File: config.mk
export PLATFORM = sky130hd
export DESIGN_NAME = mx_shared_exp_ctrl
export DESIGN_NICKNAME = d
export VERILOG_FILES = /design/src/rtl/mx_shared_exp_ctrl.sv
export SDC_FILE = /design/constraint.sdc
export NUM_CORES = 1
export LEC_CHECK = 0
export CORE_ASPECT_RATIO = 0.9
export CORE_UTILIZATION = 50
export DETAILED_ROUTE_END_ITERATION = 6
export GPL_TIMING_DRIVEN = 0
export HOLD_SLACK_MARGIN = 0.05
export PLACE_DENSITY_LB_ADDON = 0.25
export SYNTH_ARGS = -nofsm -noshare
export SYNTH_HDL_FRONTEND = slang
export SYNTH_SLANG_ARGS = --single-unit
export TNS_END_PERCENT = 1
File: constraint.sdc
create_clock -name CLK -period 4.1 [get_ports CLK]
set_input_delay 0.615 -clock CLK [delete_from_list [all_inputs] [get_ports CLK]]
set_output_delay 0.615 -clock CLK [all_outputs]
set_load 0.02 [all_outputs]
File: src/rtl/mx_shared_exp_ctrl.sv
// MX shared-exponent controller: collects one block of element exponents,
// tracks the block maximum, then streams per-element shift amounts.
module mx_shared_exp_ctrl #(
    parameter  int BLOCK_SIZE = 8,
    parameter  int EXP_W      = 5,
    localparam int IDX_W      = $clog2(BLOCK_SIZE)
) (
    input  logic             CLK,
    input  logic             RSTN,
    input  logic             clear,
    input  logic             in_valid,
    output logic             in_ready,
    input  logic [EXP_W-1:0] in_exp,
    output logic             out_valid,
    input  logic             out_ready,
    output logic [EXP_W-1:0] out_shared_exp,
    output logic [EXP_W-1:0] out_shift,
    output logic [IDX_W-1:0] out_idx,
    output logic             out_last,
    output logic             busy
);

    typedef enum logic {
        COLLECT = 1'b0,
        EMIT    = 1'b1
    } state_t;

    localparam logic [IDX_W-1:0] LAST_IDX = IDX_W'(BLOCK_SIZE - 1);

    state_t           state_q, state_d;
    logic [IDX_W-1:0] wr_idx_q, wr_idx_d;
    logic [IDX_W-1:0] rd_idx_q, rd_idx_d;
    logic [EXP_W-1:0] max_q, max_d;
    logic             ready_q;
    logic [EXP_W-1:0] buf_q [BLOCK_SIZE];

    logic             in_acc;
    logic             max_ge;

    // Handshakes: a transfer happens on a rising edge where valid and ready
    // are both high; in_ready/out_valid never depend combinationally on the
    // partner's valid/ready.
    assign in_acc = in_valid && in_ready;
    assign max_ge = (max_q >= in_exp);

    always_ff @(posedge CLK or negedge RSTN) begin
        if (!RSTN) begin
            state_q  <= COLLECT;
            wr_idx_q <= '0;
            rd_idx_q <= '0;
            max_q    <= '0;
            ready_q  <= 1'b0;
        end else begin
            state_q  <= state_d;
            wr_idx_q <= wr_idx_d;
            rd_idx_q <= rd_idx_d;
            max_q    <= max_d;
            ready_q  <= 1'b1;
        end
    end

    // Buffer is never reset; outputs only read it after a full block is written.
    always_ff @(posedge CLK) begin
        if (in_acc && !clear) begin
            buf_q[wr_idx_q] <= in_exp;
        end
    end

    always_comb begin
        state_d  = state_q;
        wr_idx_d = wr_idx_q;
        rd_idx_d = rd_idx_q;
        max_d    = max_q;
        if (clear) begin
            state_d  = COLLECT;
            wr_idx_d = '0;
            rd_idx_d = '0;
            max_d    = '0;
        end else begin
            case (state_q)
                COLLECT: begin
                    if (in_acc) begin
                        wr_idx_d = wr_idx_q + 1'b1;
                        if ((wr_idx_q == '0) || !max_ge) begin
                            max_d = in_exp;
                        end
                        if (wr_idx_q == LAST_IDX) begin
                            state_d  = EMIT;
                            wr_idx_d = '0;
                        end
                    end
                end
                EMIT: begin
                    if (out_ready) begin
                        if (rd_idx_q == LAST_IDX) begin
                            state_d  = COLLECT;
                            rd_idx_d = '0;
                            max_d    = '0;
                        end else begin
                            rd_idx_d = rd_idx_q + 1'b1;
                        end
                    end
                end
                default: state_d = COLLECT;
            endcase
        end
    end

    always_comb begin
        in_ready       = (state_q == COLLECT) && ready_q;
        out_valid      = 1'b0;
        busy           = 1'b0;
        out_shared_exp = '0;
        out_shift      = '0;
        out_idx        = '0;
        out_last       = 1'b0;
        if (state_q == EMIT) begin
            out_valid      = 1'b1;
            busy           = 1'b1;
            out_shared_exp = max_q;
            out_shift      = max_q - buf_q[rd_idx_q];
            out_idx        = rd_idx_q;
            out_last       = (rd_idx_q == LAST_IDX);
        end
    end

endmodule

; ---- Word level (Yosys, flattened, before mapping)
; Memories as Yosys holds them, arrays and structs flattened.
; Cells that the tools add are included.
[op_classes]
addsub = 3
n_mul = 0
div = 0
order_cmp = 1
eq_ne = 7
shifts = 0
mux = 27
bitwise_logic = 1
reduce_logical = 13
[ops]
columns = op, count
row1 = $mux 5, 7
row2 = $mux 3, 9
row3 = $pmux 5 s2, 1
row4 = $mux 1, 9
row5 = $ne 3x3->1 const B, 3
row6 = $add 3x1->3 const B, 2
row7 = $eq 3x3->1 const B, 2
row8 = $reduce_bool 2->1, 3
row9 = $ge 5x5->1, 1
row10 = $sub 5x5->5, 1
row11 = $reduce_and 2->1, 2
row12 = $reduce_and 4->1, 1
row13 = $logic_and 1x1->1, 3
row14 = $logic_not 3->1, 1
row15 = $ne 3x2->1 const B, 1
row16 = $logic_not 1->1, 2
row17 = $ne 2x2->1 const B, 1
row18 = $pmux 1 s2, 1
row19 = $logic_or 1x1->1, 1
row20 = $not 1->1, 1
[word_totals]
reg_bits = 13
latchBits = 0
ram_bits = 40
mem_bits_ro = 0
input_bits = 10
out_inout_bits = 17
wordCells = 58
mem_count = 1
[memory_table]
columns = memory, depth, word_bits, read_ports, rd_clocked_by_memory_dff, wr, line
row1 = buf_q, 8, 5, 1, 0, 1, 35  ; logic [EXP_W-1:0] buf_q [BLOCK_SIZE];

; ---- Longest topological paths before layout
; Gate-level depths: netlist of run 1.
[depth]
ltp_word = 7
ltp_mapped = 10
mapped_depth_nobuf = 9

; ---- Least setup slack after synthesis of run 1
; No wires, ideal clock.
[synth_timing]
path_kind = reg-to-output
from = reg rd_idx_q[0]
to = out out_shift[4]
t_arrival_ps = 2841
t_required_ps = 3485
slack_ps = 644
path_stages_with_launch = 11
path_buffers = 1
cell_sequence = dfrtp_1 buf_2 mux4_2 mux2_2 ha_1 fa_1 nand2b_1 a21oi_1 xnor2_1 xnor2_1 and2_1
[synth_via]
elab_chain_len = 3
[synth_rtl]
columns = item, line
row1 = start: declaration, 32  ; logic [IDX_W-1:0] rd_idx_q, rd_idx_d;
row2 = start signal: assignment, 56  ; rd_idx_q <= rd_idx_d;
row3 = $mem_v2 8x5, -
row4 = $sub 5x5->5, 121  ; out_shift = max_q - buf_q[rd_idx_q];
row5 = $mux 5, 117  ; if (state_q == EMIT) begin
row6 = end: declaration, 17  ; output logic [EXP_W-1:0] out_shift,
; Every way passes these cells.

; ---- Worst setup path in the final report of run 1
; Same ends and word-level chain as after synthesis.

==> results of run 1 <==
-- kinds of logic after synthesis --
kind of cell	after synthesis	synth area share
AO/OA/AOI/OAI	20	0.0664
XOR/XNOR	3	0.0103
adder cells (fa/ha/maj)	15	0.0762
buffers and inverters	18	0.0293
flip-flops	53	0.596
multiplexers	17	0.119
other	1	0.00146
AND/OR/NAND/NOR	52	0.102
-- worst register-to-register path: stages, from the launching register on --
cell and delay, ps:
sky130_fd_sc_hd__dfrtp_1 420, sky130_fd_sc_hd__nor2b_1 210, sky130_fd_sc_hd__nand2_1 230, sky130_fd_sc_hd__nor2_1 430
sky130_fd_sc_hd__nand2_1 190, sky130_fd_sc_hd__nor3_1 700
-- cell usage in the layout (no fill, tap or decap), types with 4 or more instances in the layout --
master / instances
sky130_fd_sc_hd__edfxtp_1: 40
sky130_fd_sc_hd__a32o_1: 4
sky130_fd_sc_hd__nor3_1: 4
sky130_fd_sc_hd__ha_1: 14
sky130_fd_sc_hd__clkbuf_8: 5
sky130_fd_sc_hd__and2_1: 11
sky130_fd_sc_hd__mux4_2: 8
sky130_fd_sc_hd__inv_1: 11
sky130_fd_sc_hd__clkdlybuf4s50_1: 24
sky130_fd_sc_hd__dfrtp_1: 12
sky130_fd_sc_hd__a21oi_1: 7
sky130_fd_sc_hd__mux2i_1: 6
sky130_fd_sc_hd__nor2_1: 16
sky130_fd_sc_hd__nand2_1: 11
-- flip-flops by register name, indices dropped and copies added (netlist names) --
signal,cells
buf_q,40
ready_q,1
max_q,5
rd_idx_q,3
wr_idx_q,3
state_q,1
-- cell type report --
cell class / count / area, µm²
fillers: 363 / 1860
flip-flops and latches: 53 / 1530
multi-input cells: 108 / 961
repair buffers: 26 / 253
well taps: 65 / 81.3
clock buffers: 5 / 68.8
clock inverters: 3 / 65.1
plain buffers: 7 / 41.3
inverters: 11 / 41.3
-- worst max path at each step --
stage / endpoint / slack (ps)
floorplan: out_shift[4] / 640
global placement: out_shift[4] / -120
detailed placement: out_shift[4] / -190
CTS: out_shift[4] / 70
global route: out_shift[4] / 60
finish: out_shift[4] / 260
-- power by group --
part	switching [mW]	leakage (nW)	internal [mW]
sequential	0.00527	0.535	0.584
clock	0.168	0.0681	0.242
combinational	0.0393	0.533	0.0334
total	0.213	1.14	0.860
-- repair_timing --
| action | CTS | global route |
|---|---|---|
| resized for setup | 5 | 3 |
| setup buffers | 1 | 0 |
| cloned | 0 | 0 |
| setup endpoints to repair | 2 | 1 |
-- metrics by stage --
step                      instance area (µm²)  setup WS [ps]  cells
after detailed placement                 2890           -188    269
after global placement                   2890           -118    269
final                                    3040            265    278
after global routing                     3040           63.5    278
after floorplan                          2560            644    179
after CTS                                3040           70.3    278
-- routing by layer --
| metal | track usage | vias up | share of wire |
|---|---|---|---|
| li1 | - | 721 | - |
| met1 | 0.280 | 785 | 0.41 |
| met2 | 0.346 | 54 | 0.51 |
| met3 | 0.0418 | 11 | 0.059 |
| met4 | 0.111 | 0 | 0.024 |
| met5 | 0 | - | 0 |
==> results list, run 1 <==
- The run finished with clean final reports.
- Row Count: 24
* Critical path arrival: 3220 ps
- After floorplanning, the core was sized to cover 0.00489 mm².
- The most critical setup path has its startpoint at rd_idx_q[0]$_DFFE_PN0P_.
* Number of antenna violations at the first check in global routing: 0
- The pre-antenna-repair detailed-routing pass consisted of 4 iterations.
- Number of violations of the max-capacitance limit: 0
- Weighted congestion at the end of routability-driven global placement: a little over 0.8
- Synth async-reset ratio: 0.245
- The critical path is of the flop to output port type.
- The floorplan step defined a die boundary enclosing 0.00542 mm².
* Clock period minus final worst setup slack: 3840 ps
* Number of instances in the synthesized netlist: 179
- In this run the tightest slew margin relative to its limit is 0.411.
- Total nets after synthesis: 204
- Maximum ir drop on the vdd rail: 0.262 mV
- From left edge to right edge, the die measures 77.5 µm.
- Longest Clk Path Bufs: 2
* Most instantiated cells after synthesis: sky130_fd_sc_hd__edfxtp_1, sky130_fd_sc_hd__nor2_1, sky130_fd_sc_hd__ha_1
- Residual overflow from global routing: 0
- The initial utilization of the core area, before any placement, comes to 0.524.
- DRT Wirelength: 5160 µm
- Clock-pin slew was measured on the worst setup and hold paths at 100 ps.
- Setup crit end kind: output port
- Detailed placement finished with a half-perimeter wire length of 3870 µm.
- Leading area contributor after synthesis: sky130_fd_sc_hd__edfxtp_1
* Element type at the critical path start: flop
* NumNets Final: between 200 and 250
- EDFF count, synth: 40
- PwrDens: 353 mW/mm²
- Cts hold-fix bufs: 0
- Final-layout worst hold slack: 587 ps
- Dividing the detail-routed via count by the number of cells gives 5.65.
- Terminating pin of the worst hold path: max_q[2]$_DFFE_PN0P_
- Measured in cells, the most critical reg-to-reg path has a length of 5.
- Measured along the y axis, the die boundary spans 69.9 µm.
- Critical path's largest stage delay: 530 ps
- Post-synthesis instance area: 0.00256 mm²
- Counting instances, the worst hold path has a depth of 1.
* Number of gates on the worst path with buffers counted: 11
- The critical path goes through buf_6 > mux4_2 > mux2_2 > ha_1 > fa_1 > nand2b_1 > a21oi_1 > xnor2_1 > xnor2_1 > and2_1 > clkbuf_2.
- Unrepaired setup endpoints after global routing: no
* Final setup violating endpoints: 0
- On the critical path the largest part of the delay comes from multiplexers.
- Remaining design rule violation count: 0
* Latest clock arrival within the worst-skew pair: 300 ps
- Number of port buffers: 25
- In this run the static leakage power is 1.14 nW.
- Entering global routing, the biggest net connects 17 pins.
* Hold crit path type: flop to flop
- Final-report hold violation count: 0
- Count leader, synth: sky130_fd_sc_hd__edfxtp_1
- Across the routed clock network, the largest skew measured is 10.4 ps.
- In the final routed layout, each cell accounts on average for ~19 µm.
- Vias in the first global route: approximately 1.6k
* Wire length of the first global-routing pass: 8430 µm
* Flip-flop and latch count after synthesis: 53
* Total vias in the final route: about 1.6k
- The first routing iteration left 115 violations.
- Worst EP required: roughly 3500 ps
- Share of Yosys cell area claimed by the top area cell type: 0.469
* R2R Setup Slk: around 1500 ps
- After layout, the design draws a total of 1.07 mW.
- Count of antenna diodes in the layout: 0
- Sum of negative setup slack: 0 ps
- Standard cell with the maximum stage delay on the critical path: sky130_fd_sc_hd__mux4_2
- Global-route usage over all layers: 0.216
* Remaining number of nets flagged by the antenna check after routing: 0
- Most prevalent standard cell on the critical path: sky130_fd_sc_hd__xnor2_1
* Min-Delay Startpoint: max_q[2]$_DFFE_PN0P_
* Mapped Avg Cell Area: 14.3 µm²
* Top Ports: 27
- The share of the Yosys chip area taken by registers is 0.596.
* Ratio of cells with drive above 1 in the final layout: 0.131
* Layout Area Growth over Synthesis: 18.6%
- Maximum fanout along the worst path: 10
- The worst register-to-register path ends at buf_q[1][4]$_DFFE_PP_.
- For this run, the leading register cell type out of synthesis is sky130_fd_sc_hd__edfxtp_1.
* Tightest Pin Transition: 877 ps
- Number of buffers added by the clock tree synthesis step: 5
- Ranking of synthesized cells by area: sky130_fd_sc_hd__edfxtp_1, sky130_fd_sc_hd__dfrtp_1, sky130_fd_sc_hd__mux4_2
* Clock sink count: 53
- The final number of max-transition violations came to 0.
* Synth Warn #: 0
- Final period utilization: 0.935
- The root buffer cell chosen for the clock tree is sky130_fd_sc_hd__clkbuf_8.
* Count of unique library cells instantiated by Yosys: 35
- Startpoint of the worst-slack reg-to-reg timing path: state_q$_DFF_PN0_
- Fin util: 0.621
* Fmax: between 0.2 and 0.3 GHz
- TritonCTS built the clock tree.
* Deepest level of the CTS H-tree: 2
- Buffers and inverters on the worst path: 2
(Power assumes the default switching activity.)
==> run 2, diff against run 1 <==
--- a/config.mk
+++ b/config.mk
@@ -8,7 +8,7 @@
 export CORE_ASPECT_RATIO = 0.9
 export CORE_UTILIZATION = 50
 export DETAILED_ROUTE_END_ITERATION = 6
-export GPL_TIMING_DRIVEN = 0
+export GPL_TIMING_DRIVEN = 1
 export HOLD_SLACK_MARGIN = 0.05
 export PLACE_DENSITY_LB_ADDON = 0.25
 export SYNTH_ARGS = -nofsm -noshare
==> run 2 against run 1 <==
Effect of this change:
- clock power decreased by 27%
- highest routed layer unchanged
- register-to-register slack got worse by 130 ps
- die area did not move
- sequential share of layout area increased by 0.38 points
- first-iteration DRC count fell by 40%
- total power decreased by 10%
==> results list, run 2 (synthesis results as in run 1) <==
* Status: finished, final reports clean (unchanged)
* Via/cell ratio: 5.43 (was 5.65)
- Register with the highest flop count: buf_q (unchanged)
- Cells traversed along the worst timing path: mux4_2 > mux2_2 > ha_1 > fa_1 > nand2b_1 > a21oi_1 > xnor2_1 > xnor2_1 > and2_1 > dlygate4sd2_1 (was buf_6 > mux4_2 > mux2_2 > ha_1 > fa_1 > nand2b_1 > a21oi_1 > xnor2_1 > xnor2_1 > and2_1 > clkbuf_2).
* Area of the multi-input gates: 961 µm² (unchanged)
- Ratio of cells with drive above 1 in the final layout: 0.131 (unchanged)
* Setup crit end kind: output port (unchanged)
- The first-pass GRT wire length was 8320 µm (was 8430 µm).
- The final critical-path share of the clock period was 0.938 (was 0.935).
* CTS Root Buffer Type: sky130_fd_sc_hd__clkbuf_8 (unchanged)
- The category of the worst setup path launch point is a flop (unchanged).
- The cell family with the largest share of critical-path delay is multiplexers (unchanged).
- The flip-flop count of the largest register after layout is 40 (unchanged).
* Worst EP required: 3480 ps (about the same)
- Number of violations of the max-capacitance limit: 0 (unchanged)
- Remaining number of nets flagged by the antenna check after routing: 0 (unchanged)
- Final-layout worst hold slack: 587 ps (about the same)
* PwrDens: 320 mW/mm² (was 353 mW/mm²)
- Vias in the first global route: 1598 (was 1624)
- The total overflow reported by the global router came to 0 (unchanged).
* Remaining design rule violation count: 0 (unchanged)
- The number of vias in the routed layout came to 1509 (was 1571).
- The most frequent standard cell in the layout excluding fill and tap cells is sky130_fd_sc_hd__edfxtp_1 (unchanged).
- The quantity of gates resized following cts is 2 (was 5).
- The minimum clock period after layout was 3850 ps (was 3840 ps).
* Weighted congestion at the end of routability-driven global placement: 0.806 (was 0.814)
- Total instance count after detailed placement: 270 (was 269)
- Unrepaired setup endpoints after global routing: no (unchanged).
* Fin util: 0.616 (was 0.621)
- Maximum fanout along the worst path: 5 (was 10)
* Detailed-route wire length per cell: 17.8 µm (was 18.6 µm)
* Deepest level of the CTS H-tree: 2 (unchanged)
- Standard cell with the maximum stage delay on the critical path: sky130_fd_sc_hd__mux4_2 (unchanged)
- Maximum ir drop on the vdd rail: 0.241 mV (was 0.262 mV)
* Post-CTS repair timing setup buffer count: 0 (was 1)
- Most prevalent standard cell on the critical path: sky130_fd_sc_hd__xnor2_1 (unchanged)
- The clock latency of the later-clocked register in the worst-skew pair came to 310 ps (was 300 ps).
- Leakage Power: 1.12 nW (was 1.14 nW)
- The area taken by flip-flops and latches came to 0.00153 mm² (unchanged).
- Relative slew margins: 0.532 (was 0.411)
- Longest Clk Path Bufs: 2 (unchanged)
- Global-route usage over all layers: 0.209 (was 0.216)
* Clock-pin slew on the worst setup and hold paths: 100 ps (about the same)
* DRT Wirelength: 4960 µm (was 5160 µm)
- The final number of max-transition violations is 0 (unchanged).
- The number of buffer and inverter stages on the critical path came to 1 (was 2).
- Most frequent cells in the layout: sky130_fd_sc_hd__edfxtp_1, sky130_fd_sc_hd__clkdlybuf4s50_1, sky130_fd_sc_hd__nor2_1 (unchanged).
* Top Ports: 27 (unchanged)
- Row Count: 24 (unchanged)
- Clock skew after layout: 7.90 ps (was 10.4 ps)
* Non-filler instance count after layout: 278 (unchanged)
- Crit Path Class: flop to output port (unchanged)
* Tightest Pin Transition: 697 ps (was 877 ps)
- The full die area was 0.00542 mm² (unchanged).
- The path category of the worst min-delay check is flop to flop (unchanged).
* Cell area after placement: 0.00292 mm² (was 0.00289 mm²)
* Critical path arrival: 3230 ps (was 3220 ps)
- The final total negative setup slack came to 0 ps (unchanged).
* Placeable core region: 0.00489 mm² (unchanged)
* Final instance area: 0.00302 mm² (was 0.00304 mm²)
* Detailed placement HPWL: 3750 µm (was 3870 µm)
- NumNets Final: 237 (unchanged)
- The count of TritonRoute iterations in the first routing pass is 4 (unchanged).
* Maximum number of pins on one net before global-route repair: 23 (was 17)
- Clock sink count: 53 (unchanged)
- Die Height: 69.9 µm (unchanged)
- Fmax: 0.260 GHz (was 0.261 GHz)
- Final setup violating endpoints: 0 (unchanged)
* Number of antenna violations at the first check in global routing: 0 (unchanged)
* Number of buffers added by the clock tree synthesis step: 5 (unchanged)
* Clock tree from TritonCTS: yes (unchanged)
- The beginning of the critical path is rd_idx_q[0]$_DFFE_PN0P_ (unchanged).
* Cts hold-fix bufs: 0 (unchanged)
- Initial Util: 0.524 (unchanged)
* Count of filler cells inserted in the layout: 369 (was 363)
- The origin of the critical flop-to-flop path is state_q$_DFF_PN0_ (unchanged).
* Number of port buffers: 26 (was 25)
* Critical path's largest stage delay: 530 ps (about the same)
- Final-report hold violation count: 0 (unchanged)
- Die Span X: 77.5 µm (unchanged)
- The launch instance of the worst min-delay path is max_q[4]$_DFFE_PN0P_ (was max_q[2]$_DFFE_PN0P_).
- The number of antenna cells inserted is 0 (unchanged).
- Largest registers ranked by flip-flop count: buf_q: 40 flops, max_q: 5 flops (unchanged)
- The DRC violation total after the first TritonRoute iteration came to 69 (was 115).
- Layout Area Growth over Synthesis: 17.7% (was 18.6%)
run 2: final cells by class:
type	count	area share
timing repair buffer	33	0.103
multi-input combinational	108	0.319
sequential	53	0.506
inverter	11	0.0137
clock inverter	3	0.00830
tap	65	0.0270
clock buffer	5	0.0228
run 2: final timing paths:
path	to	slack (ps)	cells past startpoint
setup / recovery	out_shift[4]	250	10
hold / removal	max_q[4]$_DFFE_PN0P_	590	1
setup reg to reg	buf_q[0][0]$_DFFE_PP_	1410	5
hold reg to reg	max_q[4]$_DFFE_PN0P_	590	1
max in group asynchronous	rd_idx_q[0]$_DFFE_PN0P_	3010	1
min in group asynchronous	rd_idx_q[1]$_DFFE_PN0P_	670	1
run 2: routing by layer:
| metal | GRT usage | vias up | share of wire |
|---|---|---|---|
| met2 | 0.362 | 32 | 0.52 |
| li1 | - | 724 | - |
| met3 | 0.0458 | 7 | 0.032 |
| met4 | 0.0629 | 0 | 0.011 |
| met1 | 0.263 | 746 | 0.44 |
| met5 | 0 | - | 0 |
run 2: report_power, final:
part           switching, mW  leakage (nW)  total (mW)  internal [mW]
Clock                  0.177        0.0447       0.301          0.124
Sequential           0.00524         0.535       0.589          0.584
Combinational         0.0395         0.542      0.0758         0.0362
run 2: per-stage QoR:
step | total power [mW] | worst slack (ps)
3_3_place_gp | 0.672 | 343
5_1_grt | 1.00 | 111
2_1_floorplan | 0.644 | 644
6_report | 0.966 | 254
3_5_place_dp | 0.677 | 268
4_1_cts | 0.974 | 235
